### config.mk
export PLATFORM = sky130hd
export DESIGN_NAME = ttt_move_sequencer
export DESIGN_NICKNAME = d
export VERILOG_FILES = /design/src/rtl/ttt_move_sequencer.sv
export SDC_FILE = /design/constraint.sdc
export NUM_CORES = 1
export LEC_CHECK = 0
export BUFFER_PORTS_ARGS = -buffer_cell sky130_fd_sc_hd__buf_2
export CAP_MARGIN = 20
export CORE_ASPECT_RATIO = 0.6
export CORE_MARGIN = 10
export CORE_UTILIZATION = 35
export DETAILED_ROUTE_END_ITERATION = 6
export SLEW_MARGIN = 25
export SYNTH_ARGS = -nofsm -noshare
export SYNTH_HDL_FRONTEND = slang
export SYNTH_SLANG_ARGS = --single-unit
### constraint.sdc
create_clock -name clk -period 1.3 [get_ports clk]
set_input_delay 0.065 -clock clk [delete_from_list [all_inputs] [get_ports clk]]
set_output_delay 0.065 -clock clk [all_outputs]
set_load 0.005 [all_outputs]
### src/rtl/ttt_move_sequencer.sv
// Player-side tic-tac-toe move sequencer: validates keypad picks, issues moves over valid/ready,
// shadows the board and detects win/draw. Optional TURN_TIMEOUT_EN adds a per-turn forfeit timer.
module ttt_move_sequencer #(
  parameter logic        FIRST_PLAYER   = 1'b0,
  parameter int unsigned TIMEOUT_CYCLES = 1000
) (
  input  logic       clk,
  input  logic       reset,
  input  logic       key_valid,
  input  logic [3:0] key_pos,
  input  logic       move_ready,
  output logic       move_valid,
  output logic       player,
  output logic [3:0] position,
  output logic       illegal,
  output logic [8:0] occupied,
  output logic [8:0] owner,
  output logic [3:0] turn_count,
  output logic       game_over,
  output logic [1:0] winner
);

  typedef enum logic [1:0] {S_WAIT_KEY, S_ISSUE, S_CHECK, S_DONE} state_t;

  state_t     r_state,      w_state_nxt;
  logic       r_player,     w_player_nxt;
  logic [3:0] r_position,   w_position_nxt;
  logic       r_illegal,    w_illegal_nxt;
  logic [8:0] r_occupied,   w_occupied_nxt;
  logic [8:0] r_owner,      w_owner_nxt;
  logic [3:0] r_turn_count, w_turn_count_nxt;
  logic       r_game_over,  w_game_over_nxt;
  logic [1:0] r_winner,     w_winner_nxt;

  logic [15:0] w_occ_ext;
  logic        w_key_legal;
  logic        w_win_p1;
  logic        w_win_p2;
  logic        w_timeout;

  function automatic logic line_owned(input logic [8:0] occ, input logic [8:0] own,
                                      input logic who, input logic [3:0] a,
                                      input logic [3:0] b, input logic [3:0] c);
    return occ[a] && occ[b] && occ[c] && (own[a] == who) && (own[b] == who) && (own[c] == who);
  endfunction

  function automatic logic has_line(input logic [8:0] occ, input logic [8:0] own, input logic who);
    return line_owned(occ, own, who, 4'd0, 4'd1, 4'd2) || line_owned(occ, own, who, 4'd3, 4'd4, 4'd5) ||
           line_owned(occ, own, who, 4'd6, 4'd7, 4'd8) || line_owned(occ, own, who, 4'd0, 4'd3, 4'd6) ||
           line_owned(occ, own, who, 4'd1, 4'd4, 4'd7) || line_owned(occ, own, who, 4'd2, 4'd5, 4'd8) ||
           line_owned(occ, own, who, 4'd0, 4'd4, 4'd8) || line_owned(occ, own, who, 4'd2, 4'd4, 4'd6);
  endfunction

  // Cells 9..15 read as permanently occupied, so one lookup covers range and occupancy.
  assign w_occ_ext   = {7'h7f, r_occupied};
  assign w_key_legal = key_valid && !w_occ_ext[key_pos];
  assign w_win_p1    = has_line(r_occupied, r_owner, 1'b0);
  assign w_win_p2    = has_line(r_occupied, r_owner, 1'b1);

`ifdef TURN_TIMEOUT_EN
  logic [31:0] r_timer;

  // Held at zero outside WAIT_KEY, so every entry to WAIT_KEY starts a fresh count.
  always_ff @(posedge clk or posedge reset) begin
    if (reset)                      r_timer <= '0;
    else if (r_state != S_WAIT_KEY) r_timer <= '0;
    else                            r_timer <= r_timer + 32'd1;
  end

  assign w_timeout = (r_state == S_WAIT_KEY) && (r_timer == TIMEOUT_CYCLES - 1);
`else
  logic w_unused_timeout;
  assign w_unused_timeout = ^TIMEOUT_CYCLES;
  assign w_timeout        = 1'b0;
`endif

  always_comb begin
    w_state_nxt      = r_state;
    w_player_nxt     = r_player;
    w_position_nxt   = r_position;
    w_illegal_nxt    = 1'b0;
    w_occupied_nxt   = r_occupied;
    w_owner_nxt      = r_owner;
    w_turn_count_nxt = r_turn_count;
    w_game_over_nxt  = r_game_over;
    w_winner_nxt     = r_winner;
    unique case (r_state)
      S_WAIT_KEY: begin
        if (w_key_legal) begin
          w_position_nxt = key_pos;
          w_state_nxt    = S_ISSUE;
        end else begin
          if (key_valid) w_illegal_nxt = 1'b1;
          if (w_timeout) begin
            w_winner_nxt    = r_player ? 2'b01 : 2'b10;
            w_game_over_nxt = 1'b1;
            w_state_nxt     = S_DONE;
          end
        end
      end
      S_ISSUE: begin
        if (move_ready) begin
          w_occupied_nxt[r_position] = 1'b1;
          w_owner_nxt[r_position]    = r_player;
          w_turn_count_nxt           = r_turn_count + 4'd1;
          w_state_nxt                = S_CHECK;
        end
      end
      S_CHECK: begin
        if (w_win_p1 || w_win_p2 || (r_turn_count == 4'd9)) begin
          w_winner_nxt    = w_win_p1 ? 2'b01 : (w_win_p2 ? 2'b10 : 2'b11);
          w_game_over_nxt = 1'b1;
          w_state_nxt     = S_DONE;
        end else begin
          w_player_nxt = ~r_player;
          w_state_nxt  = S_WAIT_KEY;
        end
      end
      S_DONE: begin
        w_state_nxt = S_DONE;
      end
      default: w_state_nxt = S_WAIT_KEY;
    endcase
  end

  always_ff @(posedge clk or posedge reset) begin
    if (reset) begin
      r_state      <= S_WAIT_KEY;
      r_player     <= FIRST_PLAYER;
      r_position   <= '0;
      r_illegal    <= 1'b0;
      r_occupied   <= '0;
      r_owner      <= '0;
      r_turn_count <= '0;
      r_game_over  <= 1'b0;
      r_winner     <= '0;
    end else begin
      r_state      <= w_state_nxt;
      r_player     <= w_player_nxt;
      r_position   <= w_position_nxt;
      r_illegal    <= w_illegal_nxt;
      r_occupied   <= w_occupied_nxt;
      r_owner      <= w_owner_nxt;
      r_turn_count <= w_turn_count_nxt;
      r_game_over  <= w_game_over_nxt;
      r_winner     <= w_winner_nxt;
    end
  end

  assign move_valid = (r_state == S_ISSUE);
  assign player     = r_player;
  assign position   = r_position;
  assign illegal    = r_illegal;
  assign occupied   = r_occupied;
  assign owner      = r_owner;
  assign turn_count = r_turn_count;
  assign game_over  = r_game_over;
  assign winner     = r_winner;

endmodule

# After elaboration in Yosys (flattened, before gate mapping)
# Index checks and enable logic that the tools add are counted.
[op_classes] addsub=1 order_cmp=3 eq_ne=6 mux=14 n_bitwise=12 reduce_logical=89
[ops] op="$logic_and A1 B1 Y1" n=66
[ops] op="$logic_or A1 B1 Y1" n=16
[ops] op="$not A1 Y1" n=11
[ops] op="$lt A4 B5 Y1 const B" n=2
[ops] op="$reduce_and A2 Y1" n=5
[ops] op="$bwmux W9" n=1
[ops] op="$or A9 B9 Y9" n=1
[ops] op="$mux W2" n=4
[ops] op="$pmux W2 S4" n=1
[ops] op="$mux W1" n=6
[ops] op="$add A4 B1 Y4 const B" n=1
[ops] op="$bmux W1 S4" n=1
[ops] op="$demux W1 S4" n=1
[ops] op="$eq A2 B2 Y1 const B" n=2
[ops] op="$eq A4 B4 Y1 const B" n=1
[ops] op="$ge A4 B1 Y1 const B" n=1
[ops] op="$ne A2 B2 Y1 const B" n=2
[ops] op="$eq A2 B1 Y1 const B" n=1
[ops] op="$logic_not A2 Y1" n=1
[ops] op="$logic_not A1 Y1" n=1
[totals] regBits=33 inputBits=8 output_inout_bits=32 elab_cells=134

# Logic depth before layout (Yosys ltp)
# Gate-level depths: netlist (run 1).
[depth] word_depth=16 depth_mapped=7

# Worst setup path before layout (run 1)
# Ideal clock, no wire load.
[synth_timing] path_type="flip-flop to flip-flop" startpoint="register r_state[1]" endpoint="register r_owner[7], in the netlist owner[7]" setup_time_ns=0.125 arrival_ns=1.358 t_required_ns=1.175 slack_ns=-0.183 path_stages_with_launch=6 n_path_buf=0 synth_period_minus_slack_ns=1.483 path_cell_list="dfrtp_1 and2b_2 nand2_4 nor3b_4 nand3_2 mux2_4"
[synth_between] elab_chain_cells=2
[synth_lines] item="start, declared" line="25" rtl="state_t r_state, w_state_nxt;"
[synth_lines] item="start signal, assigned" line="138" rtl="r_state <= w_state_nxt;"
[synth_lines] item="$eq A2 B1 Y1"
[synth_lines] item="net move_valid" line="12" rtl="output logic move_valid,"
[synth_lines] item="$reduce_and A2 Y1 (no line)"
[synth_lines] item="end signal, assigned" line="143" rtl="r_owner <= w_owner_nxt;"
[synth_lines] item="end, declared" line="30" rtl="logic [8:0] r_owner, w_owner_nxt;"
# The timed path passes the listed nets, and every way through them passes these cells.
# A chain may end at the register's enable or synchronous reset.

# Final worst setup path (run 1)
[layout_timing] startpoint="register r_occupied[1], in the netlist occupied[1]" endpoint="register r_winner[1], in the netlist winner[1]"
[layout_between] elab_chain_cells=15 word_cells_on_any_way=34
[layout_lines] item="start, declared" line="29" rtl="logic [8:0] r_occupied, w_occupied_nxt;"
[layout_lines] item="start signal, assigned" line="142" rtl="r_occupied <= w_occupied_nxt;"
[layout_lines] item="$logic_and A1 B1 Y1 (5 in a row)" line="44" rtl="return occ[a] && occ[b] && occ[c] && (own[a] == who) && (own[b] == who) && (own[c] == who);"
[layout_lines] item="$logic_or A1 B1 Y1 (2 in a row)" line="48" rtl="return line_owned(occ, own, who, 4'd0, 4'd1, 4'd2) || line_owned(occ, own, who, 4'd3, 4'd4, 4'd5) ||"
[layout_lines] item="$logic_or A1 B1 Y1 (2 in a row)" line="49" rtl="line_owned(occ, own, who, 4'd6, 4'd7, 4'd8) || line_owned(occ, own, who, 4'd0, 4'd3, 4'd6) ||"
[layout_lines] item="$logic_or A1 B1 Y1 (2 in a row)" line="50" rtl="line_owned(occ, own, who, 4'd1, 4'd4, 4'd7) || line_owned(occ, own, who, 4'd2, 4'd5, 4'd8) ||"
[layout_lines] item="$logic_or A1 B1 Y1" line="51" rtl="line_owned(occ, own, who, 4'd0, 4'd4, 4'd8) || line_owned(occ, own, who, 4'd2, 4'd4, 4'd6);"
[layout_lines] item="$logic_or A1 B1 Y1 (2 in a row)" line="110" rtl="if (w_win_p1 || w_win_p2 || (r_turn_count == 4'd9)) begin"
[layout_lines] item="$reduce_and A2 Y1 (no line)"
[layout_lines] item="end signal, assigned" line="146" rtl="r_winner <= w_winner_nxt;"
[layout_lines] item="end, declared" line="33" rtl="logic [1:0] r_winner, w_winner_nxt;"
# Several ways; a longest one is shown, not always the timed one.

==> impl_metrics.json, run 1 <==
{
  "drt_iter0_drc": 92,
  "cp-start-kind": "register",
  "fin_crit_sh_pct": 121.6,
  "crit_family": "compound AO/OA/AOI/OAI gates",
  "firstDrtPassIters": 4,
  "clk_latency_ns": 0.29,
  "whs_ns": 0.06083,
  "dpl_cell_area_sq_um": 2218,
  "clkTransAtPathRegs_ns": 0.07,
  "io_buffers": 39,
  "final_cell_mix": "buf_4 (40), buf_2 (39), dfrtp_1 (28)",
  "maxSlewHeadroom_pct": 70.31,
  "vias": 1492,
  "violations": "negative setup slack",
  "worstSetupEndpointType": "register",
  "cts_buffer_depth": 2,
  "ys_seq_area_share_pct": 50.08,
  "drv_slew": 0,
  "drive_gt1_share_pct": 56.73,
  "crit_slowest_cell": "dfrtp_2",
  "cellPowerDensity_nw_per_um2": 745.4,
  "drc_errors": 0,
  "worstPathCellList": "nand4_1 -> o21ai_0 -> o211ai_1 -> nand3_2 -> buf_4 -> a21oi_1 -> a21oi_1",
  "yosys_register_bits": 33,
  "hold_class": "input pin to register",
  "ioPinCount": 40,
  "diodes": 0,
  "stdcell_area_sq_um": 2546,
  "yosysUniqueCellTypes": 36,
  "skew_ns": 0.006380,
  "route.met3.wl_microns": 282,
  "rsz0062_at_grt": "yes",
  "syn_nets": 163,
  "tightest_slew_ns": 0.4453,
  "antenna_found_initial": 0,
  "start_util_pct": 36.13,
  "worstPathArrival_ns": 1.75,
  "syn_area_sq_um": 1649,
  "ant_nets": 0,
  "avgSynthCellArea_sq_um": 10.78,
  "syn_inst": 153,
  "cp_num_buf_inv": 1,
  "maxCapViolations": 0,
  "cts_htree_levels": 2,
  "die_area_sq_um": 7947,
  "stdcell_count": 308,
  "wl_met2_mm": 1.978,
  "fmax_mhz": 632.8,
  "final_common_cell": "buf_4",
  "ir_drop_mv": 0.4116,
  "first_global_vias": 1398,
  "p_leak_uw": 0.001355,
  "overflow": 0,
  "worstPathRequired_ns": 1.47,
  "grt_usage_pct": 12.23,
  "gp_congestion": 0.8294,
  "period_needed_ns": 1.580,
  "finalWirelength_mm": 4.909,
  "synthToLayoutAreaGrowth_pct": 54.40,
  "finalHoldViolCount": 0,
  "tritoncts": "yes",
  "top_layer": "met4",
  "wl_per_cell_microns": 15.94,
  "worstPathMaxFanout": 6,
  "rows": 19,
  "fp.coreArea_sq_um": 4564,
  "placed_cells": 290,
  "final_nets": 255,
  "synth_warnings": 0,
  "cts_made_buffers": 5,
  "layout_setup_ws_ns": -0.2803,
  "grt_pass1_wl_mm": 7.569,
  "avgViaCountPerCell": 4.844,
  "cts.sinks": 33,
  "drt-met1-wl_mm": 2.598,
  "hpwl_mm": 3.625,
  "status": "finished with violations",
  "finalSetupViolCount": 27,
  "die_h_microns": 73.17,
  "worst-setup-path-type": "register to register",
  "finalSetupTns_ns": -4.533,
  "critPathMostFrequentCell": "a21oi_1",
  "critPathMaxStageDelay_ns": 0.45,
  "cts_root_buffer": "clkbuf_8",
  "die_width_microns": 108.6,
  "grt_max_degree": 34
}
[power by group]
part           total (uW)  internal [uW]  leakage [uW]  switching (uW)
Sequential           1030           1030      0.000442               0
Clock                 801            420     0.0000443             381
Combinational        70.7           25.0      0.000868            45.7
Total                1900           1470       0.00136             426
[final cells by class]
| cell class | count | area, sq um |
|---|---|---|
| Multi-Input combinational cell | 115 | 953.4 |
| Inverter | 3 | 11.26 |
| Timing Repair Buffer | 87 | 584.3 |
| Clock buffer | 7 | 86.33 |
| Tap cell | 63 | 78.83 |
| Fill cell | 396 | 2018 |
| Sequential cell | 33 | 832.0 |
[path summary, 6_finish.rpt]
path / start / end / slack, ns / depth (start not counted)
setup / recovery: occupied[1]$_DFFE_PP0P_ / winner[1]$_DFFE_PP0P_ / -0.28 / 7
hold / removal: key_valid / illegal$_DFF_PP0_ / 0.06 / 3
setup reg to reg: occupied[1]$_DFFE_PP0P_ / winner[1]$_DFFE_PP0P_ / -0.28 / 7
hold reg to reg: game_over$_DFFE_PP0P_ / game_over$_DFFE_PP0P_ / 0.47 / 1
max in group asynchronous: reset / owner[8]$_DFFE_PP0P_ / 0.55 / 4
min in group asynchronous: reset / game_over$_DFFE_PP0P_ / 0.41 / 4
[Yosys cell counts, drive strengths merged]
master  instances  share of area [%]
dfrtp          33                 50
nand2b         18                6.8
nand2          15                4.0
mux2           13                9.1
nand4           9                3.4
nor2            8                1.8
o21ai           7                2.1
nand3           6                2.1
a21oi           5                1.5
mux2i           4                2.4
nand3b          4                1.8
nor2b           4                1.5
inv             3               0.68
nor3            3                1.2
o22ai           3                1.1
xnor2           3                1.6
buf             2               0.91
ha              2                1.5
a211o           1               0.53
a31oi           1               0.38
and2            1               0.38
and2b           1               0.53
and3b           1               0.53
nor3b           1                1.1
o211ai          1               0.46
o21a            1               0.46
o221a           1               0.68
o41ai           1               0.53
xor2            1               0.53
[timing repair]
action,in CTS,in global routing
hold buffers,1,0
hold endpoints to repair,33,0
buffers inserted,8,6
pin swaps,5,10
endpoints found under the setup margin,24,29
gates resized for setup,19,25
[sequential cells by signal, indices dropped and copies added, names as in the netlist]
name and flops:
winner 2, game_over 1, position 4, turn_count 4
owner 9, illegal 1, player 1, occupied 9
r_state 2
[routing by layer]
metal  up-vias  GRT usage [%]
met4         0          3.930
met2        40          15.27
met1       721          18.76
met3         5          3.704
met5         -              0
li1        726              -
[per-stage QoR]
stage          power, uW  setup slack [ns]  util [%]
2_1_floorplan       1082           -0.1531         -
3_3_place_gp        1114           -0.3378     48.60
3_5_place_dp        1115           -0.3322     48.60
4_1_cts             1908           -0.2352     53.21
5_1_grt             1967           -0.3324     55.78
6_report            1898           -0.2803     55.78
[cells by family (layout without fill, tap and decap cells)]
kind of cell	Yosys count	after routing	share of synthesized area (%)
multiplexers	17	17	11.53
AND/OR/NAND/NOR	71	71	25.34
flip-flops	33	33	50.08
XOR/XNOR	4	4	2.125
adder cells (fa/ha/maj)	2	2	1.517
AO/OA/AOI/OAI	21	21	7.815
buffers and inverters	5	97	1.593
[tightest hold or removal path, stage by stage]
cell and delay, ns:
buf_2 0.11, nand2_1 0.09, nor3_2 0.05
(Power assumes the default switching activity.)
==> run 2: changes to the inputs <==
--- a/config.mk
+++ b/config.mk
@@ -11,6 +11,7 @@
 export CORE_MARGIN = 10
 export CORE_UTILIZATION = 35
 export DETAILED_ROUTE_END_ITERATION = 6
+export SKIP_LAST_GASP = 1
 export SLEW_MARGIN = 25
 export SYNTH_ARGS = -nofsm -noshare
 export SYNTH_HDL_FRONTEND = slang
==> impl_metrics.json, run 2 (synthesis results as in run 1) <==
{
  "final_cell_mix": "buf_4 (40), buf_2 (39), dfrtp_1 (28)",
  "cts.sinks": 33,
  "start_util_pct": 36.13,
  "gp_congestion": 0.8294,
  "clkTransAtPathRegs_ns": 0.07,
  "rows": 19,
  "rsz0062_at_grt": "yes",
  "ioPinCount": 40,
  "synthToLayoutAreaGrowth_pct": 53.19,
  "combPwrFrac_pct": 3.7,
  "place_ws_ns": -0.3322,
  "diodes": 0,
  "finalWirelength_mm": 4.803,
  "worstPathArrival_ns": 1.73,
  "io_buffers": 39,
  "maxCapViolations": 0,
  "antenna_found_initial": 0,
  "internal-power_uw": 1472,
  "grt_usage_pct": 12.23,
  "power_frac_clock_pct": 42.3,
  "wl_per_cell_microns": 15.59,
  "grt_pass1_wl_mm": 7.569,
  "finalSetupTns_ns": -4.318,
  "period_needed_ns": 1.553,
  "avgViaCountPerCell": 4.831,
  "vias": 1488,
  "finalSetupViolCount": 27,
  "worstSetupEndpointType": "register",
  "die_h_microns": 73.17,
  "worstPathRequired_ns": 1.47,
  "crit_family": "simple AND/OR/NAND/NOR gates",
  "violations": "negative setup slack",
  "fmax_mhz": 643.8,
  "grt_max_degree": 34,
  "p_sw_uw": 428.0,
  "cp_num_buf_inv": 1,
  "overflow": 0,
  "first_global_vias": 1398,
  "worst-setup-path-type": "register to register",
  "critPathMaxStageDelay_ns": 0.37,
  "worstPathMaxFanout": 4,
  "layout_setup_ws_ns": -0.2532,
  "cts_htree_levels": 2,
  "ir_drop_mv": 0.4119,
  "p_leak_uw": 0.001351,
  "final_nets": 255,
  "clk_latency_ns": 0.29,
  "worstPathCellList": "and2b_2 -> nand2_4 -> buf_6 -> nor3_4 -> nand2_2 -> mux2_4",
  "cellPowerDensity_nw_per_um2": 752.0,
  "hold_class": "input pin to register",
  "drv_slew": 0,
  "drc_errors": 0,
  "crit_slowest_cell": "dfrtp_1",
  "tritoncts": "yes",
  "status": "finished with violations",
  "die_area_sq_um": 7947,
  "drive_gt1_share_pct": 55.51,
  "seq_power_share_pct": 54.0,
  "firstDrtPassIters": 4,
  "cts_buffer_depth": 2,
  "cts_root_buffer": "clkbuf_8",
  "die_width_microns": 108.6,
  "maxSlewHeadroom_pct": 70.47,
  "cts_made_buffers": 5,
  "hpwl_mm": 3.625,
  "ant_nets": 0,
  "drt_iter0_drc": 110,
  "cp-start-kind": "register",
  "switching_share_pct": 22.53,
  "fin_crit_sh_pct": 119.5,
  "fp.coreArea_sq_um": 4564,
  "finalHoldViolCount": 0,
  "final_common_cell": "buf_4",
  "skew_ns": 0.006415,
  "tightest_slew_ns": 0.4430
}
## run 2: changes by cell type in the layout (fill, tap and decap cells not counted)
cell     before  now
o21ai_0       2    3
nand2_1       9   10
nor2b_1       3    4
nor2_1        5    6
o21ai_4       1    0
o21ai_1       2    1
nor2_2        2    1
nand2_2       4    3
o21ai_2       2    3
nor2b_4       1    0
## run 2: per-stage QoR
step	cells	area [sq um]	total power (uW)	hold WS, ns	util (%)
after floorplan	153	1682	1082	0.1939	-
final	308	2526	1900	0.06197	55.35
after global placement	290	2218	1114	0.1872	48.60
after detailed placement	290	2218	1115	0.1859	48.60
after CTS	305	2429	1908	0.05652	53.21
after global routing	308	2526	1967	0.06995	55.35
## run 2: metal layers
metal  vias up  part of all wire, %  wire length, microns  GRT usage (%)
li1        723                    -                     -              -
met5         -                    0                     0              0
met2        44                   39                  1881          15.27
met1       716                   53                  2550          18.76
met4         0                  1.0                    50          3.930
met3         5                  6.7                   321          3.704
## run 2: repair_timing
item,CTS,global route
buffers inserted,8,6
setup endpoints to repair,24,29
hold endpoints to repair,33,0
hold buffers,1,0
gates resized for setup,18,20
pin swaps,5,9
## run 2: worst paths after layout
path	slack, ns	startpoint	end	depth (start not counted)
worst min-delay path	0.06	key_valid	illegal$_DFF_PP0_	3
worst min register to register	0.47	game_over$_DFFE_PP0P_	game_over$_DFFE_PP0P_	1
worst max-delay path	-0.25	r_state[1]$_DFFE_PP0P_	owner[0]$_DFFE_PP0P_	6
worst max register to register	-0.25	r_state[1]$_DFFE_PP0P_	owner[0]$_DFFE_PP0P_	6
max in group asynchronous	0.55	reset	owner[8]$_DFFE_PP0P_	4
min in group asynchronous	0.41	reset	game_over$_DFFE_PP0P_	4
## run 2: final cells by class
| cell class | instances | area (sq um) |
|---|---|---|
| Clock buffer | 7 | 86.33 |
| Fill cell | 395 | 2038 |
| Inverter | 3 | 11.26 |
| Multi-Input combinational cell | 115 | 933.4 |
| Sequential cell | 33 | 832.0 |
| Tap cell | 63 | 78.83 |
| Timing Repair Buffer | 87 | 584.3 |
## run 2: worst register-to-register path, cell delays in order (launching register included)
cell and delay [ns]:
dfrtp_1 0.37, and2b_2 0.24, nand2_4 0.07, buf_6 0.12, nor3_4 0.21, nand2_2 0.12
mux2_4 0.31
## run 2: power groups by stage
stage | sequential (uW) | combinational, uW | clock, uW
2_1_floorplan | 1050 | 36.1 | 0
3_3_place_gp | 1050 | 68.1 | 0
3_5_place_dp | 1050 | 68.7 | 0
4_1_cts | 1030 | 71.8 | 809
5_1_grt | 1030 | 78.9 | 862
6_report | 1030 | 70.7 | 803
==> run 3: changes to the inputs <==
--- a/config.mk
+++ b/config.mk
@@ -11,7 +11,7 @@
 export CORE_MARGIN = 10
 export CORE_UTILIZATION = 35
 export DETAILED_ROUTE_END_ITERATION = 6
-export SKIP_LAST_GASP = 1
+export PLACE_DENSITY = 0.63
 export SLEW_MARGIN = 25
 export SYNTH_ARGS = -nofsm -noshare
 export SYNTH_HDL_FRONTEND = slang
==> impl_metrics.json, run 3 (synthesis results as in run 1) <==
{
  "synthToLayoutAreaGrowth_pct": 57.97,
  "grt_pass1_wl_mm": 7.907,
  "hold_class": "input pin to register",
  "final_cell_mix": "buf_4 (45), buf_2 (39), dfrtp_1 (26)",
  "die_area_sq_um": 7947,
  "antenna_found_initial": 0,
  "crit_slowest_cell": "dfrtp_2",
  "firstDrtPassIters": 4,
  "wl_per_cell_microns": 15.42,
  "rsz0062_at_grt": "yes",
  "io_buffers": 39,
  "worst-setup-path-type": "register to register",
  "fp.coreArea_sq_um": 4564,
  "rows": 19,
  "fillers": 422,
  "p_leak_uw": 0.001391,
  "cellPowerDensity_nw_per_um2": 813.9,
  "finalHoldViolCount": 0,
  "hpwl_mm": 3.623,
  "die_h_microns": 73.17,
  "drt_iter0_drc": 43,
  "gp_congestion": 0.9143,
  "drv_slew": 0,
  "cts_htree_levels": 2,
  "clkTransAtPathRegs_ns": 0.07,
  "skew_ns": 0.007215,
  "cp-start-kind": "register",
  "ioPinCount": 40,
  "layout_setup_ws_ns": -0.2555,
  "die_width_microns": 108.6,
  "overflow": 0,
  "tritoncts": "yes",
  "cts.sinks": 33,
  "final_nets": 260,
  "final_common_cell": "buf_4",
  "finalSetupTns_ns": -3.942,
  "drc_errors": 0,
  "clk_latency_ns": 0.29,
  "start_util_pct": 36.13,
  "avgViaCountPerCell": 4.764,
  "cts_buffer_depth": 2,
  "worstSetupEndpointType": "register",
  "fmax_mhz": 642.9,
  "cts_root_buffer": "clkbuf_8",
  "finalWirelength_mm": 4.841,
  "critPathMaxStageDelay_ns": 0.44,
  "grt_max_degree": 34,
  "violations": "negative setup slack",
  "finalSetupViolCount": 25,
  "dpl_cell_area_sq_um": 2256,
  "worstPathRequired_ns": 1.48,
  "ant_nets": 0,
  "cts_made_buffers": 5,
  "tightest_slew_ns": 0.4283,
  "ir_drop_mv": 0.4531,
  "vias": 1496,
  "worstPathCellList": "nor2b_4 -> and3b_1 -> o21ai_2 -> nand3_2 -> a211o_1 -> o221a_2",
  "status": "finished with violations",
  "stdcell_area_sq_um": 2605,
  "drive_gt1_share_pct": 58.57,
  "worstPathMaxFanout": 6,
  "p_total_uw": 2120,
  "worstPathArrival_ns": 1.73,
  "fin_crit_sh_pct": 119.7,
  "period_needed_ns": 1.555,
  "whs_ns": 0.07514,
  "maxCapViolations": 0,
  "first_global_vias": 1548,
  "diodes": 0,
  "maxSlewHeadroom_pct": 71.45,
  "grt_usage_pct": 12.70
}
-- run 3: worst paths after layout --
path | start | endpoint | slack [ns] | cells after the start
worst max-delay path | occupied[4]$_DFFE_PP0P_ | winner[0]$_DFFE_PP0P_ | -0.26 | 6
worst min-delay path | key_pos[3] | position[3]$_DFFE_PP0P_ | 0.08 | 2
min in group asynchronous | reset | game_over$_DFFE_PP0P_ | 0.40 | 4
worst max register to register | occupied[4]$_DFFE_PP0P_ | winner[0]$_DFFE_PP0P_ | -0.26 | 6
max in group asynchronous | reset | occupied[1]$_DFFE_PP0P_ | 0.56 | 4
worst min register to register | game_over$_DFFE_PP0P_ | game_over$_DFFE_PP0P_ | 0.46 | 1
-- run 3: stage by stage --
stage               std cells  util (%)  worst slack [ns]
floorplan                 153         -           -0.1531
global placement          295     49.42           -0.2824
detailed placement        295     49.42           -0.3111
CTS                       310     54.52           -0.2323
global route              314     57.07           -0.3260
finish                    314     57.07           -0.2555
-- run 3: final cells by class --
| cell class | instances | area [sq um] | area share [%] |
|---|---|---|---|
| flip-flops and latches | 33 | 834.6 | 32.04 |
| inverters | 3 | 11.26 | 0.4323 |
| clock buffers | 6 | 82.58 | 3.170 |
| well taps | 63 | 78.83 | 3.026 |
| multi-input cells | 115 | 938.4 | 36.02 |
| repair buffers | 92 | 621.8 | 23.87 |
| clock inverters | 2 | 37.54 | 1.441 |
-- run 3: routing by layer --
layer / vias up / GRT usage [%] / wire length (microns)
met3: 5 / 3.968 / 282
met4: 0 / 4.367 / 65
li1: 743 / - / -
met5: - / 0 / 0
met1: 715 / 17.65 / 2522
met2: 33 / 18.00 / 1970
-- run 3: repair_timing --
item,in CTS,in global routing
setup buffers,6,6
cloned,0,0
pin swaps,8,8
gates resized for setup,22,24
endpoints found under the setup margin,26,29
endpoints found under the hold margin,33,0
hold buffers,1,0
-- run 3: power by group --
part	leakage, uW	total (uW)	switching (uW)	internal [uW]
combinational	0.000894	72.6	45.7	26.9
sequential	0.000439	1030	0	1030
clock	0.0000574	1020	398	623
-- run 3: worst max-delay path, delay by kind of cell (launching register included) --
| family | cells | cell delay, ns |
|---|---|---|
| AOI/OAI and AO/OA | 3 | 0.53 |
| and+or+nand+nor | 3 | 0.48 |
| DFF | 1 | 0.44 |
